$ cat src/rtl/param_updown_counter.sv
// Purpose: prescaled up/down counter with wrap, saturate and one-shot terminal modes.
// Latency: count and tc update one cycle after the tick that causes them; count_oe is combinational.
// Backpressure: none; en stalls prescaler and counting, load_e overrides everything synchronously.
module param_updown_counter #(
  parameter int WIDTH = 8,
  parameter int PW    = 4
) (
  input  logic             clk,
  input  logic             rst_n,
  input  logic             load_e,
  input  logic [WIDTH-1:0] load_val,
  input  logic             en,
  input  logic             up,
  input  logic [1:0]       mode,
  input  logic [WIDTH-1:0] limit,
  input  logic [PW-1:0]    presc,
  input  logic             out_e,
  output logic [WIDTH-1:0] count,
  output logic [WIDTH-1:0] count_oe,
  output logic             tc,
  output logic             done
);

  localparam logic [0:0] ST_RUN  = 1'b0;
  localparam logic [0:0] ST_DONE = 1'b1;

  localparam logic [1:0] MODE_SAT     = 2'b01;
  localparam logic [1:0] MODE_ONESHOT = 2'b10;

  localparam logic [WIDTH-1:0] CNT_ONE = WIDTH'(1);
  localparam logic [PW-1:0]    P_ONE   = PW'(1);

  logic [0:0]       state;
  logic [PW-1:0]    p;
  logic             running;
  logic             tick;
  logic             terminal;
  logic             stop;
  logic [WIDTH-1:0] count_nxt;

  // Tick and terminal decode; DONE suppresses ticks so count and tc stay frozen.
  always_comb begin
    running  = (state == ST_RUN);
    tick     = en && running && (p == presc);
    terminal = up ? (count >= limit) : (count == '0);
  end

  // Next count value for a tick: step when not terminal, otherwise apply the mode rule.
  always_comb begin
    count_nxt = count;
    stop      = 1'b0;
    if (!terminal) begin
      count_nxt = up ? (count + CNT_ONE) : (count - CNT_ONE);
    end else begin
      case (mode)
        MODE_SAT:     count_nxt = count;
        MODE_ONESHOT: begin
          count_nxt = count;
          stop      = 1'b1;
        end
        default:      count_nxt = up ? '0 : limit;
      endcase
    end
  end

  // Prescaler: advances only on enabled RUN cycles, restarts on its compare match or on load.
  always_ff @(posedge clk or negedge rst_n) begin
    if (!rst_n) begin
      p <= '0;
    end else if (load_e) begin
      p <= '0;
    end else if (en && running) begin
      p <= (p == presc) ? '0 : (p + P_ONE);
    end
  end

  // Count, terminal pulse and RUN/DONE state; load wins over any tick in the same cycle.
  always_ff @(posedge clk or negedge rst_n) begin
    if (!rst_n) begin
      count <= '0;
      tc    <= 1'b0;
      state <= ST_RUN;
    end else if (load_e) begin
      count <= load_val;
      tc    <= 1'b0;
      state <= ST_RUN;
    end else begin
      tc <= tick && terminal;
      if (tick) begin
        count <= count_nxt;
        if (stop) begin
          state <= ST_DONE;
        end
      end
    end
  end

  assign done     = (state == ST_DONE);
  assign count_oe = {WIDTH{out_e}};

endmodule

$ cat config.mk
export PLATFORM = sky130hd
export DESIGN_NAME = param_updown_counter
export DESIGN_NICKNAME = d
export VERILOG_FILES = /design/src/rtl/param_updown_counter.sv
export SDC_FILE = /design/constraint.sdc
export NUM_CORES = 1
export LEC_CHECK = 0
export ABC_CLOCK_PERIOD_IN_PS = 2300
export CAP_MARGIN = 5
export CORE_ASPECT_RATIO = 0.9
export CORE_MARGIN = 5
export CORE_UTILIZATION = 41
export DETAILED_ROUTE_END_ITERATION = 7
export GPL_ROUTABILITY_DRIVEN = 0
export GPL_TIMING_DRIVEN = 0
export HOLD_SLACK_MARGIN = 0.03
export PLACE_DENSITY = 0.87
export REMOVE_ABC_BUFFERS = 1
export SLEW_MARGIN = 25
export SYNTH_ARGS = -nofsm -noshare
export SYNTH_HDL_FRONTEND = slang
export SYNTH_SLANG_ARGS = --single-unit
$ cat constraint.sdc
create_clock -name clk -period 2.3 [get_ports clk]
set_input_delay 0.46 -clock clk [delete_from_list [all_inputs] [get_ports clk]]
set_output_delay 0.46 -clock clk [all_outputs]
set_load 0.01 [all_outputs]
# Yosys cells after proc, flatten, opt, wreduce, memory -nomap -nowiden
# Cells that the tools add are included.
[word_totals]
reg_bits = 14
out_inout_bits = 18
input_bits = 28
wordCells = 39
[classes]
eq_ne = 4
n_bitwise = 1
addsub = 3
muxes = 16
n_reduce_logical = 10
n_lt_le_gt_ge = 1
[op_table]
columns = ["op", "n"]
rows = [
  ["$mux W8", 6],
  ["$mux W4", 3],
  ["$add A8 B1 Y8 const B", 1],
  ["$ge A8 B8 Y1", 1],
  ["$logic_not A8 Y1", 1],
  ["$sub A8 B1 Y8 const B", 1],
  ["$mux W1", 7],
  ["$reduce_bool A2 Y1", 3],
  ["$add A4 B1 Y4 const B", 1],
  ["$eq A4 B4 Y1", 1],
  ["$reduce_and A2 Y1", 2],
  ["$logic_and A1 B1 Y1", 3],
  ["$ne A3 B3 Y1 const B", 1],
  ["$eq A2 B1 Y1 const B", 1],
  ["$eq A2 B2 Y1 const B", 1],
  ["$reduce_or A2 Y1", 1],
  ["$not A1 Y1", 1],
]

# Logic depth before layout (Yosys ltp)
# Gate-level depths: netlist (run 1).
[logic_depth]
depth_word = 6
mapped_depth = 10
mapped_depth_nobuf = 9

# Worst setup path after synthesis (run 1)
# No wires, ideal clock.
[synth_path]
path_kind = "input port to flip-flop"
from = "in limit[6]"
to = "reg count[7]"
slack_ps = -55
path_stages = 9
arrival_ps = 2286
setup_ps = 69
n_path_buf = 0
path_cell_list = "inv_1 -> ha_1 -> a21oi_2 -> nor2b_1 -> or4_4 -> o21ai_1 -> a21oi_2 -> or4_1 -> nand3_1"
[synth_between]
elab_chain_len = 5
elab_cells_between_ends = 7
[synth_rtl]
columns = ["item", "line_no", "text"]
rows = [
  ["from (decl)", "15", "input logic [WIDTH-1:0] limit,"],
  ["$ge A8 B8 Y1 (*)", "45", "terminal = up ? (count >= limit) : (count == '0);"],
  ["$mux W1 (*)", "45", ""],
  ["$mux W8", "52", "if (!terminal) begin"],
  ["$mux W8", "89", "if (tick) begin"],
  ["$mux W8", "83", "end else if (load_e) begin"],
  ["to (signal assigned)", "84", "count <= load_val;"],
  ["to (signal assigned)", "90", "count <= count_nxt;"],
  ["to (decl)", "18", "output logic [WIDTH-1:0] count,"],
]
# Every way passes the cells marked *; elsewhere a longest branch is shown, timed or not. The select of a mux whose other input is x is not followed.
# A chain may end at the register's enable or synchronous reset.

# Worst setup path after layout (run 1)
# Same ends and word-level chain as after synthesis.

==> results list, run 1 <==
- The run finished, with violations left.
- Violations in the final reports: setup timing
* Number of CTS-inserted buffers: 3
- Across the run, the number of max-cap violations was 0.
* CP max FO: 2
- Highest clock frequency the design can meet: 427 MHz
- Number of clock sinks seen by CTS: 14
- Total DRC errors in the routed layout: 0
- Count of H-tree levels built during CTS: 1
* Antenna diode count: 0
- For this design the ratio of total power to cell area is 642 nW/um^2.
* Worst-case setup margin in the final layout: -0.0402 ns
- The worst pin sits at a relative slew slack of 44.0%.
* Final number of setup-violating endpoints: 1
* Number of instances in the synthesized netlist: 160
- Yosys synthesis warning count: 0
* Via count of the first global-routing pass: 1356
- Setup slack of the most critical reg-to-reg path: 0 ns
- The number of endpoints with negative hold slack in the final report is 0.
- Synth-to-layout area growth: 49.2%
* Critical path class: in2reg
- Between clock sinks in the finished design, the worst skew comes to 0.000465 ns.
- A synthesized cell averages 8.43 um^2.
* Port Buffers: 36
- Of the total power, the share spent switching nets is 38.0%.
- TritonCTS built the clock tree.
* Launching element of the worst setup path: limit[6]
- The first global-routing pass estimated 6310 um of wire.
* Synth cell types: 39
* Initial antenna violation count: 0
* Worst hold slack across all endpoints: 0.534 ns
- STA classifies the critical path endpoint as a flip-flop.
- Crit path DAT: 2.53 ns
- The number of hold buffers added after CTS was 0.
* Classification of the worst-slack hold path: reg2reg
* Worst VDD drop: 0.433 mV
* Setup TNS after final layout: -0.0402 ns
- Total wire length: 3980 um
- After clock tree synthesis, the clock-pin slew on the worst setup and hold paths is 0.06 ns.
* Number of violations reported at the end of detailed-routing iteration 0: 64
- Pre-Repair DR Iteration Count: 4
* Switching power: 491 uW
* Sequential area share after synthesis: 26.0%
- Post-layout power: 1.29 mW
* Cells along the critical path: clkdlybuf4s15_2 > inv_2 > ha_4 > a21oi_2 > nor2b_1 > or4_4 > o2bb2ai_4 > o21ai_1 > or4_1 > nand3_2
- Fraction of final layout cells with drive strength greater than 1: 25.4%
- Maximum count of clock buffers along a single path: 2
- After global routing the overflow that remains totals 0.
* Reg2reg path depth: 9
* Net count of the finished layout: 247
* Max-slew violation count: 0
- The smallest clock period supported by the final layout is computed as 2.34 ns.
- The clock network accounts for 19.7% of the total power.
* Critical Path End: count[7]
- Area of the mapped netlist: 1350 um^2
* Final cycle utilization of the critical path: 102%
* Terminus of the critical flop-to-flop path: count[7]
- The tree is rooted in a clkbuf_8.
- Registers are responsible for 26.2% of the overall power.
- Initial Utilization: 43.3%
- In this run, synthesis produced a sequential element count of 14.
- The core region is 3110 um^2.
- In this design, the stage delay of the slowest critical-path cell is 0.53 ns.
- For this design the top-level I/O count stands at 46.
- In the routed layout, each cell is associated on average with a via count of 5.59.
- The internal power of the cells totals 801 uW.
- WL/cell: 16.4 um
* Kind of cell adding the most delay to the critical path: simple AND/OR/NAND/NOR gates
- In this run the number of cells on the critical path is 10.
* Combinational share of power: 54.1%
- Final cell utilization of the core: 64.6%
* Die height: 64.4 um
- Critical path's slowest cell: or4_1
- At the later pin of the worst-skew pair, clock insertion delay measures 0.25 ns.
- In this run the core area contains 19 standard-cell rows.
- Die Width: 70.5 um
- Summed over all nets, the half-perimeter wirelength after detailed placement is 2500 um.
* Crit path buffers/inverters: 2
- Worst Path Required: 2.49 ns
- For this design the static power due to leakage is 0.857 nW.
- Combined global-route utilization of all metal layers: 17.2%
* Total via count in the routed design: 1358
* Remaining number of nets flagged by the antenna check after routing: 0
- STA classifies the critical path startpoint as an input port.
- The die covers 4540 um^2.
- The startpoint identified for the worst register-to-register timing path is count[4].
- Prior to clock tree synthesis, the placed netlist has a worst setup slack of -1.16 ns.
- Transition time at the pin with the least slew margin: 0.837 ns
* RSZ-0062 raised after global routing: yes
- Pin count of the biggest net entering global routing: 22
-- how the worst min path moves through the flow --
| stage | endpoint | slack (ns) | start | depth (start not counted) |
|---|---|---|---|---|
| floorplan | count[0] | 0.16 | rst_n | 0 |
| global placement | done | 0.51 | done | 1 |
| detailed placement | done | 0.53 | done | 1 |
| CTS | done | 0.54 | done | 1 |
| global route | done | 0.56 | done | 1 |
| finish | done | 0.53 | done | 1 |
-- cell usage after synthesis --
cell	count	area, um^2
or3_1	1	6.26
o21bai_1	2	15.0
o21ai_1	1	5.00
a221oi_1	6	52.6
o21ba_2	1	10.0
o31ai_1	6	45.0
nand2b_1	2	12.5
fa_1	1	20.0
nand3_1	7	35.0
a211oi_1	1	7.51
o21ai_0	6	30.0
a21oi_2	2	17.5
dfrtp_1	14	350
xor2_1	6	52.6
xnor2_1	4	35.0
o211ai_1	1	7.51
nand2_1	11	41.3
buf_4	8	60.1
or2_2	1	6.26
o2bb2ai_1	1	8.76
inv_2	1	3.75
o2111ai_1	1	8.76
inv_1	12	45.0
ha_1	16	200
and2b_1	1	7.51
nor2b_1	6	37.5
a221o_1	1	10.0
mux2i_1	2	20.0
or4_1	1	7.51
clkbuf_1	3	11.3
or4_4	1	11.3
nor3_1	2	10.0
nor3b_1	2	15.0
nor2_1	13	48.8
a21oi_1	10	50.1
buf_2	1	5.00
nor4_2	1	12.5
nor4_1	3	18.8
a21o_1	1	7.51
-- final cells by class --
class | count | area [um^2]
fill | 248 | 1100
inverter | 13 | 51.3
tap | 42 | 52.6
multi-input combinational | 121 | 1040
timing repair buffer | 49 | 459
clock buffer | 4 | 55.1
sequential | 14 | 355
-- cell families after synthesis --
kind of cell             after synthesis  share of synthesized area, %
XOR/XNOR                              10                          6.49
AND/OR/NAND/NOR                       52                          20.0
flip-flops                            14                          26.0
multiplexers                           2                          1.48
AO/OA/AOI/OAI                         40                          20.4
buffers and inverters                 25                          9.28
adder cells (fa/ha/maj)               17                          16.3
-- registers in the layout, indices dropped and copies added (netlist names) --
name	count
tc	1
count	8
done	1
p	4
-- metrics by stage --
stage	area (um^2)	instances
final	2010	243
after global routing	2010	243
after CTS	1930	241
after detailed placement	1690	226
after global placement	1690	226
after floorplan	1270	148
-- power groups by stage --
| stage | Sequential, mW | Clock (mW) | Combinational (mW) |
|---|---|---|---|
| floorplan | 0.346 | 0 | 0.303 |
| global placement | 0.343 | 0 | 0.489 |
| detailed placement | 0.344 | 0 | 0.503 |
| CTS | 0.339 | 0.253 | 0.619 |
| global route | 0.344 | 0.269 | 0.760 |
| finish | 0.338 | 0.254 | 0.699 |
-- layout by cell type, fill, tap and decap left out, drive strengths merged, types with 7 or more instances in the layout --
cell type / Yosys / routed
o21ai: 7 / 7
inv: 13 / 13
nand2: 11 / 11
nor2: 13 / 13
clkdlybuf4s50: 0 / 27
buf: 9 / 13
dfrtp: 14 / 14
a21oi: 12 / 12
nand3: 7 / 7
ha: 16 / 16
-- layer usage --
metal	track usage [%]	vias to the layer above	part of all wire (%)
met1	21.4	647	43
met3	3.86	4	6.2
met5	0	-	0
li1	-	649	-
met2	30.3	58	50
met4	4.31	0	1.4
-- timing repair --
| item | CTS | global route |
|---|---|---|
| endpoints found under the hold margin | 0 | 0 |
| buffers inserted | 11 | 2 |
| endpoints found under the setup margin | 10 | 8 |
| pin swaps | 12 | 11 |
| gates resized for setup | 38 | 13 |
Note: power is estimated with default switching activity, not from simulation.
==> run 2, diff against run 1 <==
CORE_UTILIZATION = 40   (was 41)
PLACE_DENSITY = 0.75   (was 0.87)
RECOVER_POWER = 25   (was default)
==> results list, run 2 (same netlist as run 1, synthesis figures left out) <==
* Row count: 20 (+1)
* Final Skew: 0.00640 ns (+0.00594 ns)
* Fraction of final layout cells with drive strength greater than 1: 36.4% (+11 points)
* Final number of setup-violating endpoints: 2 (+1)
- Setup repair after global routing could not meet its margin everywhere.
- WL/cell: 17.9 um (+9.3%)
- The total number of vias came to 1378 (+1.5%).
- The library cells used most frequently in the layout, excluding fill and tap cells, are clkdlybuf4s50_1 (26), buf_4 (13), nor2_1 (12).
- Final cell utilization of the core: 66.4% (+1.8 points)
- The via count of the first global-routing pass was 1392 (+2.7%).
- The clock sink count is 14 (unchanged).
- The HPWL after detailed placement was 2400 um (-4.2%).
- In this run the worst hold path is classified as reg2reg.
* Final instance area: 2190 um^2 (+9.0%)
* Net count of the finished layout: 253 (+2.4%)
- The maximum ir drop on the vdd rail is 0.248 mV (-43%).
- Number of CTS-inserted buffers: 3 (unchanged)
* Hold-critical path depth: 1 (unchanged)
- Counting flops per register, the top entry is count.
- The global-route wire length before repair came to 6460 um (+2.4%).
- The overall fraction of global-route tracks in use is 17.7% (+0.51 points).
- Max-slew violation count: 0 (unchanged)
* Initial Utilization: 40.8% (-2.5 points)
- Terminus of the critical flop-to-flop path: count[7]
- The required arrival time at the worst endpoint is 2.49 ns (about the same).
* Violations in the final reports: setup timing
- Net switching fraction of the power: 39.4% (+1.4 points)
- The proportion of power drawn by the clock network came to 15.9% (-3.8 points).
- Clock transition time at the flip-flop clock pins of the worst setup and hold paths: 0.07 ns (about the same)
- Area enclosed by the die boundary: 4640 um^2 (+2.1%)
* Antenna diode count: 0 (unchanged)
- The maximum fanout encountered on the critical timing path was 5 (+3).
* Critical R2R Launch: count[4]
* Maximum count of clock buffers along a single path: 2 (unchanged)
* Leading registers by flop count: count x8, p x4
* Max Cap Viol: 0 (unchanged)
- Synth-to-layout area growth: 62.6%
- Clock insertion delay at the later pin of the skew report: 0.25 ns (about the same)
- Worst slew margin: 38.9% (-5.2 points)
* Die Width: 71.2 um (+1.1%)
* Routed via count divided by cell count: 5.51 (-1.4%)
- Final global-route overflow total: 0 (unchanged)
- The number of port buffers is 36 (unchanged).
- Setup crit end kind: flip-flop
* Total cell area at the placement stage: 1690 um^2 (+0.15%)
- The count of hold buffers inserted by post-cts repair is 0 (unchanged).
- The reported net switching power was 532 uW (+8.5%).
- The number of endpoints with negative hold slack in the final report came to 0 (unchanged).
* Top Ports: 46 (unchanged)
* Final cycle utilization of the critical path: 102% (+0.24 points)
- Max FFs per register: 8 (unchanged)
- Crit path DAT: 2.54 ns (about the same)
* TritonCTS clock tree: yes
- Startpoint types: flip-flop
- Status: complete, but fails checks
* Pre-Repair DR Iteration Count: 5 (+1)
- Setup slack of the most critical reg-to-reg path: -0.05 ns (-0.05 ns)
* Internal cell power: 820 uW (+2.4%)
- The power density normalized to cell area is 617 nW/um^2 (-3.9%).
- Shortest period the worst path allows: 2.35 ns (+0.00560 ns)
* Worst-case setup margin in the final layout: -0.0458 ns (-0.00560 ns)
- Reg2reg path depth: 9 (unchanged)
* Fill cell instance count of the final layout: 258 (+4.0%)
* Leakage power total: 0.918 nW (+7.1%)
- The total DRC errors in the routed layout is 0 (unchanged).
* Total wire length: 4470 um (+12%)
- Count of H-tree levels built during CTS: 1 (unchanged)
- Remaining number of nets flagged by the antenna check after routing: 0 (unchanged)
* Combinational share of power: 58.5% (+4.4 points)
* Initial antenna violation count: 0 (unchanged)
- Leaving out fill and tap cells, the most frequent cell in the layout is clkdlybuf4s50_1.
- Transition time at the pin with the least slew margin: 0.914 ns (+0.0771 ns)
- Highest clock frequency the design can meet: 426 MHz (-0.24%)
- Worst hold endpoint: done
* Number of violations reported at the end of detailed-routing iteration 0: 105 (+64%)
* Clk Tree Root Cell: clkbuf_8
* Critical path class: reg2reg
* Pin count of the biggest net entering global routing: 22 (unchanged)
- Origin of the worst min-delay path: done
- The floorplan die height came to 65.1 um (+1.1%).
- The relative contribution of sequential cells to total power was 25.5% (-0.7 points).
- Area of the placeable core: 3300 um^2 (+6.1%)
run 2: changes by cell type in the layout (fill, tap and decap cells not counted), moves of 3 or more:
cell,previous run,this run
buf_6,1,4
a21oi_2,3,6
clkbuf_2,0,4
o31ai_4,0,3
ha_4,4,9
dlygate4sd2_1,4,1
ha_1,12,7
nand2_1,11,7
a21oi_1,8,5
run 2: critical path, cell delays in order (launching register included):
cell and delay, ns:
dfrtp_2 0.43, buf_4 0.17, ha_4 0.30, nand3_1 0.07, o211ai_1 0.22, nor4_1 0.09
nor3_1 0.33, xnor2_1 0.12, or4_1 0.48, nand3_1 0.08
run 2: layout make-up:
type | count | area (um^2) | share of cell area (%)
Inverter | 13 | 53.8 | 2.45
Multi-Input combinational cell | 121 | 1160 | 53.1
Clock buffer | 3 | 41.3 | 1.88
Sequential cell | 14 | 357 | 16.3
Timing Repair Buffer | 55 | 522 | 23.8
Tap cell | 44 | 55.1 | 2.51
run 2: worst max path at each step:
stage	startpoint	end	slack (ns)	cells after the start
after floorplan	limit[6]	count[7]	-0.28	9
after global placement	limit[6]	count[7]	-1.16	10
after detailed placement	limit[6]	count[7]	-1.23	10
after CTS	count[6]	count[7]	-0.006	8
after global routing	count[4]	count[7]	-0.15	9
final	count[4]	count[7]	-0.05	9
run 2: through the flow:
step                power, mW  worst slack, ns  TNS [ns]  hold slack (ns)  cells
floorplan               0.648           -0.284    -0.757            0.164    148
global placement        0.833            -1.16     -9.30            0.508    228
detailed placement      0.845            -1.23    -10.05            0.511    228
CTS                      1.20         -0.00586  -0.00586            0.524    243
global route             1.44           -0.153    -0.361            0.542    250
finish                   1.35          -0.0458   -0.0706            0.521    250
run 2: repair_timing:
item / in CTS / in global routing
cloned: 0 / 1
setup endpoints to repair: 10 / 8
pin swaps: 16 / 19
resized for setup: 36 / 47
buffers inserted: 12 / 6
run 2: metal layers:
metal / track usage, % / wire length [um] / up-vias
li1: - / - / 660
met1: 21.9 / 1790 / 645
met2: 27.6 / 2180 / 60
met3: 3.82 / 334 / 13
met4: 11.7 / 165 / 0
met5: 0 / 0 / -
run 2: power groups by stage:
stage	Sequential (mW)	Clock [mW]	Combinational [mW]
final	0.346	0.215	0.792
after global routing	0.350	0.227	0.859
after CTS	0.337	0.218	0.644
after detailed placement	0.343	0	0.502
after global placement	0.344	0	0.490
after floorplan	0.346	0	0.303
==> edit: new RTL, settings of run 1 <==
Change the parameter `PW` from 4 to 2.
--- a/src/rtl/param_updown_counter.sv
+++ b/src/rtl/param_updown_counter.sv
@@ -3,7 +3,7 @@
 // Backpressure: none; en stalls prescaler and counting, load_e overrides everything synchronously.
 module param_updown_counter #(
   parameter int WIDTH = 8,
-  parameter int PW    = 4
+  parameter int PW    = 2
 ) (
   input  logic             clk,
   input  logic             rst_n,
Ports: changed (resized presc); port bits go from 46 to 44. No check against the original RTL was run, so the function may have changed too.
==> edit against run 1 <==
  * The run still ends with setup timing left
  * Die area decreased by 7.2%
  * First-iteration DRC count increased by 17%
  * Power increased by 12%
  * Sequential cell count decreased by 2
  * Worst setup slack improved by 13 ps
  * Routed wire length increased by 3.8%
  * Design area decreased by 9.8%
  * Synthesized area decreased by 8.4%
  * Critical path type unchanged
==> edit: results (changes against run 1) <==
Place
  • PortBufs: 34 (-5.6%)
  • Pre-CTS WS: -676 ps (+480 ps)
  • Dpl hpwl: 2640 um (+5.5%)
  • Post-DP Area: 0.00156 mm^2 (-7.6%)
  • Placed Cells: 198 (-12%)

Power and ir drop
  • LEAKAGE: 0.734 nW (-14%)
  • Worst VDD drop: 0.336 mV (-22%)

CTS
  • Reg clk slew, reported paths: 80 ps (+20 ps)
  • Worst skew pair latency: 300 ps (+50 ps)

Routing
  • DR vias: 1,250 (-8.0%)
  • Routed WL per cell: 19.5 um (+20%)
  • 1st-pass router iterations: 5 (+1)
  • DRT iter0 DRCs: 75 (+17%)

Worst setup path
  • Worst path slowest cell: or4_4
  • CP max FO: 5 (+3)
  • WP data arrival: 2510 ps (-20 ps)

Outcome
  • Failing checks: setup timing
  • Status: complete, but fails checks

Global routing
  • Largest net degree at the start of global routing: 13 (-41%)
  • First-pass GRT wire length: 5720 um (-9.3%)
  • GRT Overall Usage: 18.6% (+1.4 points)
  • Vias in the first global route: 1,248 (-8.0%)

Hold path
  • Hold Path Class: input pin to async pin

Cells and area
  • Share of cells above drive strength 1: 26.3% (+0.94 points)
  • Largest regs: count (8), p (2)
  • Final cell count without fillers: 211 (-13%)
  • Nets: 214 (-13%)

Synth
  • Syn Inst Count: 134 (-16%)
  • Synth top area cells: dfrtp_1 24%, ha_1 15%, xnor2_1 6.4%

Timing
  • Final WS setup: -27.4 ps (+12.7 ps)
  • Max-slew headroom: 63.0% (+19 points)
  • Final setup TNS: -31.0 ps (+9.18 ps)
  • Final Setup Violations: 2 (+1)
  • Worst clock skew: 3.20 ps (+2.74 ps)
-- edit: changes by cell type after synthesis, moves of 4 or more --
cell,change
xnor2_1,+5
a21oi_1,-4
nor2_1,-4
nand2_1,-7
xor2_1,-4
o2bb2ai_1,+5
o31ai_1,-6
o211ai_1,+6
-- edit: per-layer routing --
layer	track usage [%]	vias up	wire length (um)
li1	-	567	-
met1	22.3	619	1560
met2	29.8	54	2140
met3	5.94	10	301
met4	10.2	0	121
met5	0	-	0
-- edit: worst paths after layout --
| check | start | to | depth (start not counted) |
|---|---|---|---|
| worst min-delay path | rst_n | done$_DFFE_PN0P_ | 1 |
| worst max register to register | count[5]$_DFFE_PN0P_ | count[1]$_DFFE_PN0P_ | 7 |
| min in group clk | done$_DFFE_PN0P_ | done$_DFFE_PN0P_ | 1 |
| worst max-delay path | limit[5] | count[1]$_DFFE_PN0P_ | 9 |
| worst min register to register | done$_DFFE_PN0P_ | done$_DFFE_PN0P_ | 1 |
| max in group asynchronous | rst_n | count[4]$_DFFE_PN0P_ | 1 |
-- edit: area by class of cell --
type                            count  area [um^2]
Tap cell                           40         50.0
Clock buffer                        4         36.3
Fill cell                         218         1000
Sequential cell                    12          308
Multi-Input combinational cell    100          952
Timing Repair Buffer               43          420
Inverter                           12         47.5
-- edit: cells by family after synthesis --
kind of cell | count (synthesis) | synth area share [%]
flops | 12 | 24.3
fa+ha+maj | 16 | 16.8
simple gates | 31 | 13.2
xor+xnor | 11 | 7.80
buf+inv | 22 | 9.12
mux | 2 | 2.03
compound gates | 40 | 26.7
-- edit: power breakdown --
part / switching [W] / total [W] / internal (W)
logic: 0.000420 / 0.000906 / 0.000486
clock network: 0.0000862 / 0.000183 / 0.0000968
registers: 0.0000934 / 0.000357 / 0.000264
-- edit: timing repair --
action | CTS | global route
pin swaps | 9 | 5
endpoints found under the setup margin | 10 | 8
cloned | 0 | 0
gates resized for setup | 19 | 20
buffers inserted | 6 | 3
-- edit: stage by stage --
step | hold slack [ps] | power (W)
6_report | 513 | 0.00145
5_1_grt | 551 | 0.00153
4_1_cts | 529 | 0.00130
3_5_place_dp | 511 | 0.00105
3_3_place_gp | 508 | 0.00102
2_1_floorplan | 164 | 0.000793
